[src/rtl/matmul_tile_scheduler.sv]
// matmul_tile_scheduler: runs M x N output tiles with K accumulate passes each on one 32x32 systolic array.
// Define TILE_SCHED_TIMEOUT_EN to add a watchdog on the RUN/DRAIN handshake.
module matmul_tile_scheduler #(
    parameter int TILE            = 32,
    parameter int AWIDTH          = 10,
    parameter int CNT_W           = 4,
    parameter int PE_RESET_CYCLES = 2,
    parameter int TIMEOUT_W       = 12
) (
    input  logic              clk,
    input  logic              resetn,
    input  logic              cfg_start,
    input  logic [CNT_W-1:0]  cfg_m_tiles,
    input  logic [CNT_W-1:0]  cfg_n_tiles,
    input  logic [CNT_W-1:0]  cfg_k_tiles,
    input  logic [AWIDTH-1:0] cfg_base_a,
    input  logic [AWIDTH-1:0] cfg_base_b,
    input  logic [AWIDTH-1:0] cfg_base_c,
    input  logic [AWIDTH-1:0] cfg_row_step_a,
    input  logic [AWIDTH-1:0] cfg_row_step_b,
    input  logic [AWIDTH-1:0] cfg_row_step_c,
    output logic              cfg_busy,
    output logic              cfg_done,
    output logic              cfg_err,
    output logic              start_mat_mul,
    output logic              pe_reset,
    input  logic              done_mat_mul,
    output logic [AWIDTH-1:0] address_mat_a,
    output logic [AWIDTH-1:0] address_mat_b,
    output logic [AWIDTH-1:0] address_mat_c,
    output logic [CNT_W-1:0]  tile_m,
    output logic [CNT_W-1:0]  tile_n,
    output logic [CNT_W-1:0]  tile_k
);
    // state | meaning
    // IDLE  | waiting for cfg_start
    // CLEAR | pe_reset held to zero the PE accumulators
    // SETUP | tile addresses just registered
    // RUN   | start_mat_mul held until done_mat_mul
    // DRAIN | wait for done_mat_mul low, then advance indices
    // DONE  | job end; cfg_done pulses on the following cycle
    typedef enum logic [2:0] {S_IDLE, S_CLEAR, S_SETUP, S_RUN, S_DRAIN, S_DONE} state_t;

    localparam int CLR_W = (PE_RESET_CYCLES > 1) ? $clog2(PE_RESET_CYCLES) : 1;

    state_t            r_state, w_state_nxt;
    logic [CNT_W-1:0]  r_m_tiles, r_n_tiles, r_k_tiles;
    logic [CNT_W-1:0]  r_m, r_n, r_k;
    logic [CNT_W-1:0]  w_m_nxt, w_n_nxt, w_k_nxt;
    logic [AWIDTH-1:0] r_base_a, r_base_b, r_base_c;
    logic [AWIDTH-1:0] r_step_a, r_step_b, r_step_c;
    logic [AWIDTH-1:0] r_addr_a, r_addr_b, r_addr_c;
    logic [AWIDTH-1:0] w_addr_a, w_addr_b, w_addr_c;
    logic [CLR_W-1:0]  r_clr_cnt;
    logic              r_done, r_err;
    logic              w_accept, w_zero_cnt, w_enter, w_tmo_hit, w_waiting;

    assign w_accept   = (r_state == S_IDLE) && cfg_start;
    assign w_zero_cnt = (cfg_m_tiles == '0) || (cfg_n_tiles == '0) || (cfg_k_tiles == '0);
    assign w_enter    = (w_state_nxt != r_state);
    assign w_waiting  = (r_state == S_RUN) || (r_state == S_DRAIN);

`ifdef TILE_SCHED_TIMEOUT_EN
    logic [TIMEOUT_W-1:0] r_tmo_cnt;

    always_ff @(posedge clk or negedge resetn) begin
        if (!resetn) begin
            r_tmo_cnt <= '1;
        end else if (w_enter) begin
            r_tmo_cnt <= '1;
        end else if (w_waiting && (r_tmo_cnt != '0)) begin
            r_tmo_cnt <= r_tmo_cnt - 1'b1;
        end
    end

    assign w_tmo_hit = w_waiting && (r_tmo_cnt == '0);
`else
    logic w_unused_tmo;
    assign w_unused_tmo = (TIMEOUT_W > 0);
    assign w_tmo_hit    = 1'b0;
`endif

    always_ff @(posedge clk or negedge resetn) begin
        if (!resetn) begin
            r_state <= S_IDLE;
        end else begin
            r_state <= w_state_nxt;
        end
    end

    always_comb begin
        w_state_nxt = r_state;
        w_m_nxt     = r_m;
        w_n_nxt     = r_n;
        w_k_nxt     = r_k;
        case (r_state)
            S_IDLE: begin
                if (cfg_start) begin
                    w_m_nxt     = '0;
                    w_n_nxt     = '0;
                    w_k_nxt     = '0;
                    w_state_nxt = w_zero_cnt ? S_DONE : S_CLEAR;
                end
            end
            S_CLEAR: begin
                if (r_clr_cnt == '0) w_state_nxt = S_SETUP;
            end
            S_SETUP: w_state_nxt = S_RUN;
            S_RUN: begin
                if (done_mat_mul)   w_state_nxt = S_DRAIN;
                else if (w_tmo_hit) w_state_nxt = S_DONE;
            end
            S_DRAIN: begin
                if (!done_mat_mul) begin
                    if (r_k != r_k_tiles - 1'b1) begin
                        w_k_nxt     = r_k + 1'b1;
                        w_state_nxt = S_SETUP;
                    end else if (r_n != r_n_tiles - 1'b1) begin
                        w_k_nxt     = '0;
                        w_n_nxt     = r_n + 1'b1;
                        w_state_nxt = S_CLEAR;
                    end else if (r_m != r_m_tiles - 1'b1) begin
                        w_k_nxt     = '0;
                        w_n_nxt     = '0;
                        w_m_nxt     = r_m + 1'b1;
                        w_state_nxt = S_CLEAR;
                    end else begin
                        w_state_nxt = S_DONE;
                    end
                end else if (w_tmo_hit) begin
                    w_state_nxt = S_DONE;
                end
            end
            S_DONE:  w_state_nxt = S_IDLE;
            default: w_state_nxt = S_IDLE;
        endcase
    end

    // Addresses use the post-advance indices so they are valid in the first SETUP cycle.
    assign w_addr_a = r_base_a + AWIDTH'(w_m_nxt) * r_step_a + AWIDTH'(w_k_nxt) * AWIDTH'(TILE);
    assign w_addr_b = r_base_b + AWIDTH'(w_k_nxt) * r_step_b + AWIDTH'(w_n_nxt) * AWIDTH'(TILE);
    assign w_addr_c = r_base_c + AWIDTH'(w_m_nxt) * r_step_c + AWIDTH'(w_n_nxt) * AWIDTH'(TILE);

    always_ff @(posedge clk or negedge resetn) begin
        if (!resetn) begin
            r_m_tiles <= '0;
            r_n_tiles <= '0;
            r_k_tiles <= '0;
            r_base_a  <= '0;
            r_base_b  <= '0;
            r_base_c  <= '0;
            r_step_a  <= '0;
            r_step_b  <= '0;
            r_step_c  <= '0;
            r_m       <= '0;
            r_n       <= '0;
            r_k       <= '0;
            r_addr_a  <= '0;
            r_addr_b  <= '0;
            r_addr_c  <= '0;
            r_clr_cnt <= '0;
            r_done    <= 1'b0;
            r_err     <= 1'b0;
        end else begin
            r_m <= w_m_nxt;
            r_n <= w_n_nxt;
            r_k <= w_k_nxt;
            if (w_accept) begin
                r_m_tiles <= cfg_m_tiles;
                r_n_tiles <= cfg_n_tiles;
                r_k_tiles <= cfg_k_tiles;
                r_base_a  <= cfg_base_a;
                r_base_b  <= cfg_base_b;
                r_base_c  <= cfg_base_c;
                r_step_a  <= cfg_row_step_a;
                r_step_b  <= cfg_row_step_b;
                r_step_c  <= cfg_row_step_c;
            end
            if (w_enter && (w_state_nxt == S_SETUP)) begin
                r_addr_a <= w_addr_a;
                r_addr_b <= w_addr_b;
                r_addr_c <= w_addr_c;
            end
            if (w_enter) begin
                r_clr_cnt <= CLR_W'(PE_RESET_CYCLES - 1);
            end else if ((r_state == S_CLEAR) && (r_clr_cnt != '0)) begin
                r_clr_cnt <= r_clr_cnt - 1'b1;
            end
            r_done <= (r_state == S_DONE);
            if (w_accept) begin
                r_err <= w_zero_cnt;
            end else if (w_tmo_hit && (w_state_nxt == S_DONE)) begin
                r_err <= 1'b1;
            end
        end
    end

    assign cfg_busy      = (r_state != S_IDLE);
    assign cfg_done      = r_done;
    assign cfg_err       = r_err;
    assign start_mat_mul = (r_state == S_RUN);
    assign pe_reset      = (r_state == S_CLEAR);
    assign address_mat_a = r_addr_a;
    assign address_mat_b = r_addr_b;
    assign address_mat_c = r_addr_c;
    assign tile_m        = r_m;
    assign tile_n        = r_n;
    assign tile_k        = r_k;

endmodule

[config.mk]
export PLATFORM = sky130hd
export DESIGN_NAME = matmul_tile_scheduler
export DESIGN_NICKNAME = d
export VERILOG_FILES = /design/src/rtl/matmul_tile_scheduler.sv
export SDC_FILE = /design/constraint.sdc
export NUM_CORES = 1
export LEC_CHECK = 0
export CAP_MARGIN = 20
export CORE_UTILIZATION = 56
export DETAILED_ROUTE_END_ITERATION = 12
export PLACE_DENSITY = 0.77
export SETUP_SLACK_MARGIN = 0.3
export SLEW_MARGIN = 20
export SYNTH_ARGS = -nofsm -noshare
export SYNTH_HDL_FRONTEND = slang
export SYNTH_SLANG_ARGS = --single-unit
[constraint.sdc]
create_clock -name clk -period 7.55 [get_ports clk]
set_clock_uncertainty 0.2 [all_clocks]
set_input_delay 2.265 -clock clk [delete_from_list [all_inputs] [get_ports clk]]
set_output_delay 2.265 -clock clk [all_outputs]
set_load 0.02 [all_outputs]
Yosys cells after proc, flatten, opt, wreduce, memory -nomap -nowiden

Cells that the tools add are included.

Flip-flop bits (word level): 120
Latch bits: 0
Bits in writable memories: 0
Bits in read-only memories: 0
Input port bits: 76
Output and inout bits: 47
Logic and storage cells: 85
Memories: 0

Add/sub/neg operators: 13
Multiply operators: 3
Div/mod/pow operators: 0
Order comparisons: 0
Equality and inequality tests: 10
Shift operators: 0
Multiplexer cells: 29
Bitwise gates (word level): 0
Reduce and logical (&&, ||, !) cells: 11

Operators by type and width:

| operator                                                            | number |
|---|---|
| 4-bit 2-to-1 mux                                                    | 15 |
| 10-bit adder                                                        | 3 |
| 10-bit by 9-bit adder with 10-bit output                            | 3 |
| 4-bit by 10-bit multiplier with 10-bit output                       | 3 |
| 3-bit 2-to-1 mux                                                    | 8 |
| 4-bit case mux with 2 select lines                                  | 3 |
| 3-bit case mux with 5 select lines                                  | 1 |
| 4-bit by 1-bit adder with 4-bit output (second input constant)      | 3 |
| 4-bit zero test                                                     | 3 |
| 4-bit inequality test                                               | 3 |
| 4-bit by 1-bit subtractor with 4-bit output (second input constant) | 3 |
| 3-bit by 2-bit == test with 1-bit output (second input constant)    | 3 |
| 3-bit == test (second input constant)                               | 2 |
| 3-bit by 1-bit == test with 1-bit output (second input constant)    | 1 |
| 1-bit logical AND                                                   | 3 |
| 3-bit zero test                                                     | 1 |
| 3-bit inequality test                                               | 1 |
| 3-bit nonzero test                                                  | 1 |
| 1-bit logical OR                                                    | 2 |
| 1-bit 2-to-1 mux                                                    | 2 |
| 2-bit nonzero test                                                  | 1 |
| 1-bit subtractor (second input constant)                            | 1 |

Longest topological paths before layout

Depth in word-level cells: 10
Depth in mapped cells: 26
Depth with buffers taken out: 24

Worst setup path before layout

Ideal clock, no wire load.

Path type: input to register
From: in done_mat_mul
To: reg r_addr_a[9], in the netlist address_mat_a[9]
Arrival time: 7.518 ns
Path slack: -0.298 ns
Stages on the path: 22
Path buffers: 2
Path through: clkbuf_1 nor4_4 o21ai_2 or3_1 nor3b_2 nor2_1 clkbuf_1 or2_2 fa_1 fa_1 fa_1 inv_1 ha_1 a21o_1 a21oi_1 nor2b_1 o21a_1 o41ai_1 xnor3_1 xnor2_1 xnor2_1 o21ai_1

Word-level cells in the longest chain between the ends: 5

RTL lines:

| what                                          | RTL line | RTL |
|---|---|---|
| from (decl)                                   | 27       | `input logic done_mat_mul,` |
| 4-bit 2-to-1 mux                              | 114      | `if (!done_mat_mul) begin` |
| 4-bit case mux with 2 select lines            | 96       | `case (r_state)` |
| 4-bit by 10-bit multiplier with 10-bit output | 140      | `assign w_addr_a = r_base_a + AWIDTH'(w_m_nxt) * r_step_a + AWIDTH'(w_k_nxt) * AWIDTH'(TILE);` |
| 10-bit adder                                  | 140      |  |
| 10-bit by 9-bit adder with 10-bit output      | 140      |  |
| to (signal assigned)                          | 180      | `r_addr_a <= w_addr_a;` |
| to (decl)                                     | 52       | `logic [AWIDTH-1:0] r_addr_a, r_addr_b, r_addr_c;` |

Parallel ways exist; a longest one is shown, timed or not.
A chain may end at the register's enable or synchronous reset.

Final worst setup path

From: in done_mat_mul
To: reg r_addr_c[9], in the netlist address_mat_c[9]

Word-level cells in the longest chain between the ends: 5

RTL lines:

| what                                          | RTL line | RTL |
|---|---|---|
| 4-bit 2-to-1 mux                              | 114      |  |
| 4-bit case mux with 2 select lines            | 96       |  |
| 4-bit by 10-bit multiplier with 10-bit output | 142      | `assign w_addr_c = r_base_c + AWIDTH'(w_m_nxt) * r_step_c + AWIDTH'(w_n_nxt) * AWIDTH'(TILE);` |
| 10-bit adder                                  | 142      |  |
| 10-bit by 9-bit adder with 10-bit output      | 142      |  |
| to (signal assigned)                          | 182      | `r_addr_c <= w_addr_c;` |
| to (decl)                                     | 52       |  |

Parallel ways exist; a longest one is shown, timed or not.

==> results_dict.tcl <==
set metrics [dict create \
    outcome "completed" \
    first_pass_iters 5 \
    cts_root_buf "clkbuf_16" \
    rsz0062_at_grt "yes" \
    drive_above_1_share 0.146 \
    arrival_ns 7.25 \
    cts_buffers 17 \
    end_kind "flip-flop" \
    post_drt_wl_per_cell_um 15.8 \
    cts_max_level 4 \
    tritoncts "yes" \
    cts_max_path_buffers 2 \
    hold_violations 0 \
    ant_nets 0 \
    max_slew_margin 0.304 \
    startpoint "done_mat_mul" \
    p_leak_nw 5.75 \
    numPortBuffers 122 \
    clk_pin_slew_ns 0.05 \
    crit_path_start_kind "primary input" \
    swShare 0.414 \
    diodes 0 \
    r2r_start "r_k_tiles[0]" \
    syn_to_final_growth_pct 31.1 \
    core_area_um2 15400 \
    ys_seq_elements 120 \
    design_area_um2 11700 \
    syn_nets 1188 \
    finalSetupViolCount 0 \
    synthArstFlopShare 1.00 \
    synth_top_area_share 0.338 \
    final.period_utilization 0.943 \
    drc 0 \
    required_ns 7.68 \
    vias 7425 \
    crit_type "in2reg" \
    yosys-top-cells-area "dfrtp_1 34%, fa_1 16%, nand2_1 10%" \
    globalplace.congestion 0.881 \
    dieArea_um2 16400 \
    clkPwrFrac 0.180 \
    synth_edf_count 0 \
    final_util 0.758 \
    die_y_um 128 \
    ys_seq_area_frac 0.338 \
    hpwl_mm 16.2 \
    slew_violations 0 \
    placed_area_um2 10800 \
    combPwrFrac 0.558 \
    grt_usage 0.293 \
    hold_class "reg2reg" \
    yosysWarnings 0 \
    grt_max_degree 66 \
    cts.sinks 120 \
    power_density_nw_per_um2 369 \
    syn_area_per_cell_um2 9.01 \
    p_switching_w 0.00178 \
    cts-hold-fix-buffers 0 \
    fin_crit_ns 7.12 \
    synth_top_area_cell "dfrtp_1" \
    worst_slew_pin_slew_ns 1.04 \
    viasPerCell 5.27 \
    gr-total-overflow 0 \
    r2r_setup_slack_ns 1.26 \
    worstSkewPairLatency_ns 0.43 \
    drtIter0Drc 415 \
    die_w_um 128 \
    hp-start "address_mat_b[5]" \
    p_int_w 0.00252 \
    totalWireLength_mm 22.2 \
    first_global_vias 7627 \
    nNetsFinal 1390 \
    seqPwrFrac 0.263 \
    ios 123 \
    synth_area_um2 8890 \
    grt_pass1_wl_mm 36.6 \
    syn_inst 986 \
    rows 45 \
    maxCapViolCount 0 \
    cp_max_fo 6 \
    yosysUniqueCellTypes 55 \
    max_freq_mhz 140 \
    start_util 0.578 \
    antenna_found_initial 0 \
    synth-main-ff-cell "dfrtp_1" \
    ir_drop_v 0.000210 \
]
-- placed cells by master, fill, tap and decap left out, types with 10 or more instances in the layout --
cell type	synthesis	final
nor2_1	85	82
nor3_1	14	11
xnor2_1	28	25
a21oi_1	14	11
xor2_1	24	24
ha_1	54	52
dfrtp_1	120	120
clkdlybuf4s50_1	0	120
fa_1	72	72
inv_1	119	118
and2_1	25	25
clkbuf_16	0	17
mux2_2	10	10
buf_4	0	95
nand2_1	239	239
o21ai_0	38	38
-- critical path: stages --
cell and delay [ns]:
buf_8 0.10, nor4_4 0.29, o21ai_2 0.11, or3_4 0.41, nor3b_4 0.28, nor2_4 0.11, or2_4 0.27, fa_1 0.55
fa_1 0.46, fa_1 0.54, inv_2 0.05, ha_4 0.22, a21o_1 0.16, a21oi_2 0.15, nor2b_1 0.06, o21a_1 0.19
o41ai_2 0.23, xnor3_1 0.30, xnor2_2 0.16, o21a_1 0.12, o31ai_2 0.20
-- through the flow --
stage               setup TNS (ns)  power (W)  std cells  setup WS [ns]  hold WS (ns)
floorplan                        0    0.00265        986       0.000512         0.232
global placement            -0.897    0.00338       1355         -0.323         0.255
detailed placement           -1.41    0.00348       1355         -0.450         0.269
CTS                              0    0.00428       1404          0.375         0.280
global route                     0    0.00466       1410          0.205         0.297
finish                           0    0.00431       1410          0.428         0.273
-- cell families after synthesis --
family / Yosys count / synth area share
multiplexers: 16 / 0.0194
adder cells (fa/ha/maj): 126 / 0.238
buffers and inverters: 154 / 0.0673
XOR/XNOR: 57 / 0.0642
AND/OR/NAND/NOR: 415 / 0.204
flip-flops: 120 / 0.338
AO/OA/AOI/OAI: 98 / 0.0693
-- synth_stat cells (8+ instances only) --
cell,count
inv_1,119
xor2_1,24
nor3_1,14
xnor2_1,28
o21ai_0,38
fa_1,72
mux2_2,10
a21o_1,9
nand3_1,10
clkbuf_1,26
and2_1,25
or2_2,9
nor2_1,85
a21oi_1,14
nand2_1,239
nand2b_1,8
ha_1,54
dfrtp_1,120
-- repair_timing --
| action | 4_1_cts | 5_1_grt |
|---|---|---|
| pin swaps | 3 | 17 |
| setup endpoints to repair | 4 | 3 |
| resized for setup | 4 | 16 |
| buffers inserted | 19 | 6 |
-- layout make-up --
class	count	area [um2]
Tap cell	211	264
Fill cell	1068	3710
Clock inverter	10	105
Inverter	119	447
Multi-Input combinational cell	712	5420
Clock buffer	20	447
Sequential cell	120	3000
Timing Repair Buffer	218	1970
-- metal layers --
metal | global-route usage | wire length, um | share of wire | vias to the layer above
met1 | 0.378 | 9570 | 0.43 | 3626
met3 | 0.0680 | 1270 | 0.057 | 41
met5 | 0 | 0 | 0 | -
met4 | 0.0983 | 450 | 0.020 | 0
li1 | - | - | - | 3516
met2 | 0.487 | 10900 | 0.49 | 242
-- state kept, by name, summed over array words and instances (netlist names) --
name / flops
r_base_c: 10
r_step_a: 10
tile_n: 4
address_mat_b: 10
r_base_a: 10
cfg_done: 1
tile_k: 4
address_mat_c: 10
address_mat_a: 10
r_step_b: 10
r_n_tiles: 4
r_step_c: 10
r_clr_cnt: 1
r_k_tiles: 4
r_m_tiles: 4
r_base_b: 10
cfg_err: 1
tile_m: 4
r_state: 3
-- power by group through the flow --
stage          clock (W)  sequential (W)  combinational [W]
5_1_grt         0.000809         0.00116            0.00269
3_3_place_gp           0         0.00112            0.00226
6_report        0.000773         0.00113            0.00240
3_5_place_dp           0         0.00113            0.00235
4_1_cts         0.000778         0.00113            0.00238
2_1_floorplan          0         0.00116            0.00149
-- worst paths after layout --
check | cells after the start | to
min in group asynchronous | 1 | address_mat_b[7]
hold reg to reg | 2 | address_mat_b[5]
setup reg to reg | 23 | address_mat_c[9]
hold / removal | 2 | address_mat_b[5]
setup / recovery | 21 | address_mat_c[9]
max in group asynchronous | 2 | r_m_tiles[0]
(Power assumes the default switching activity.)
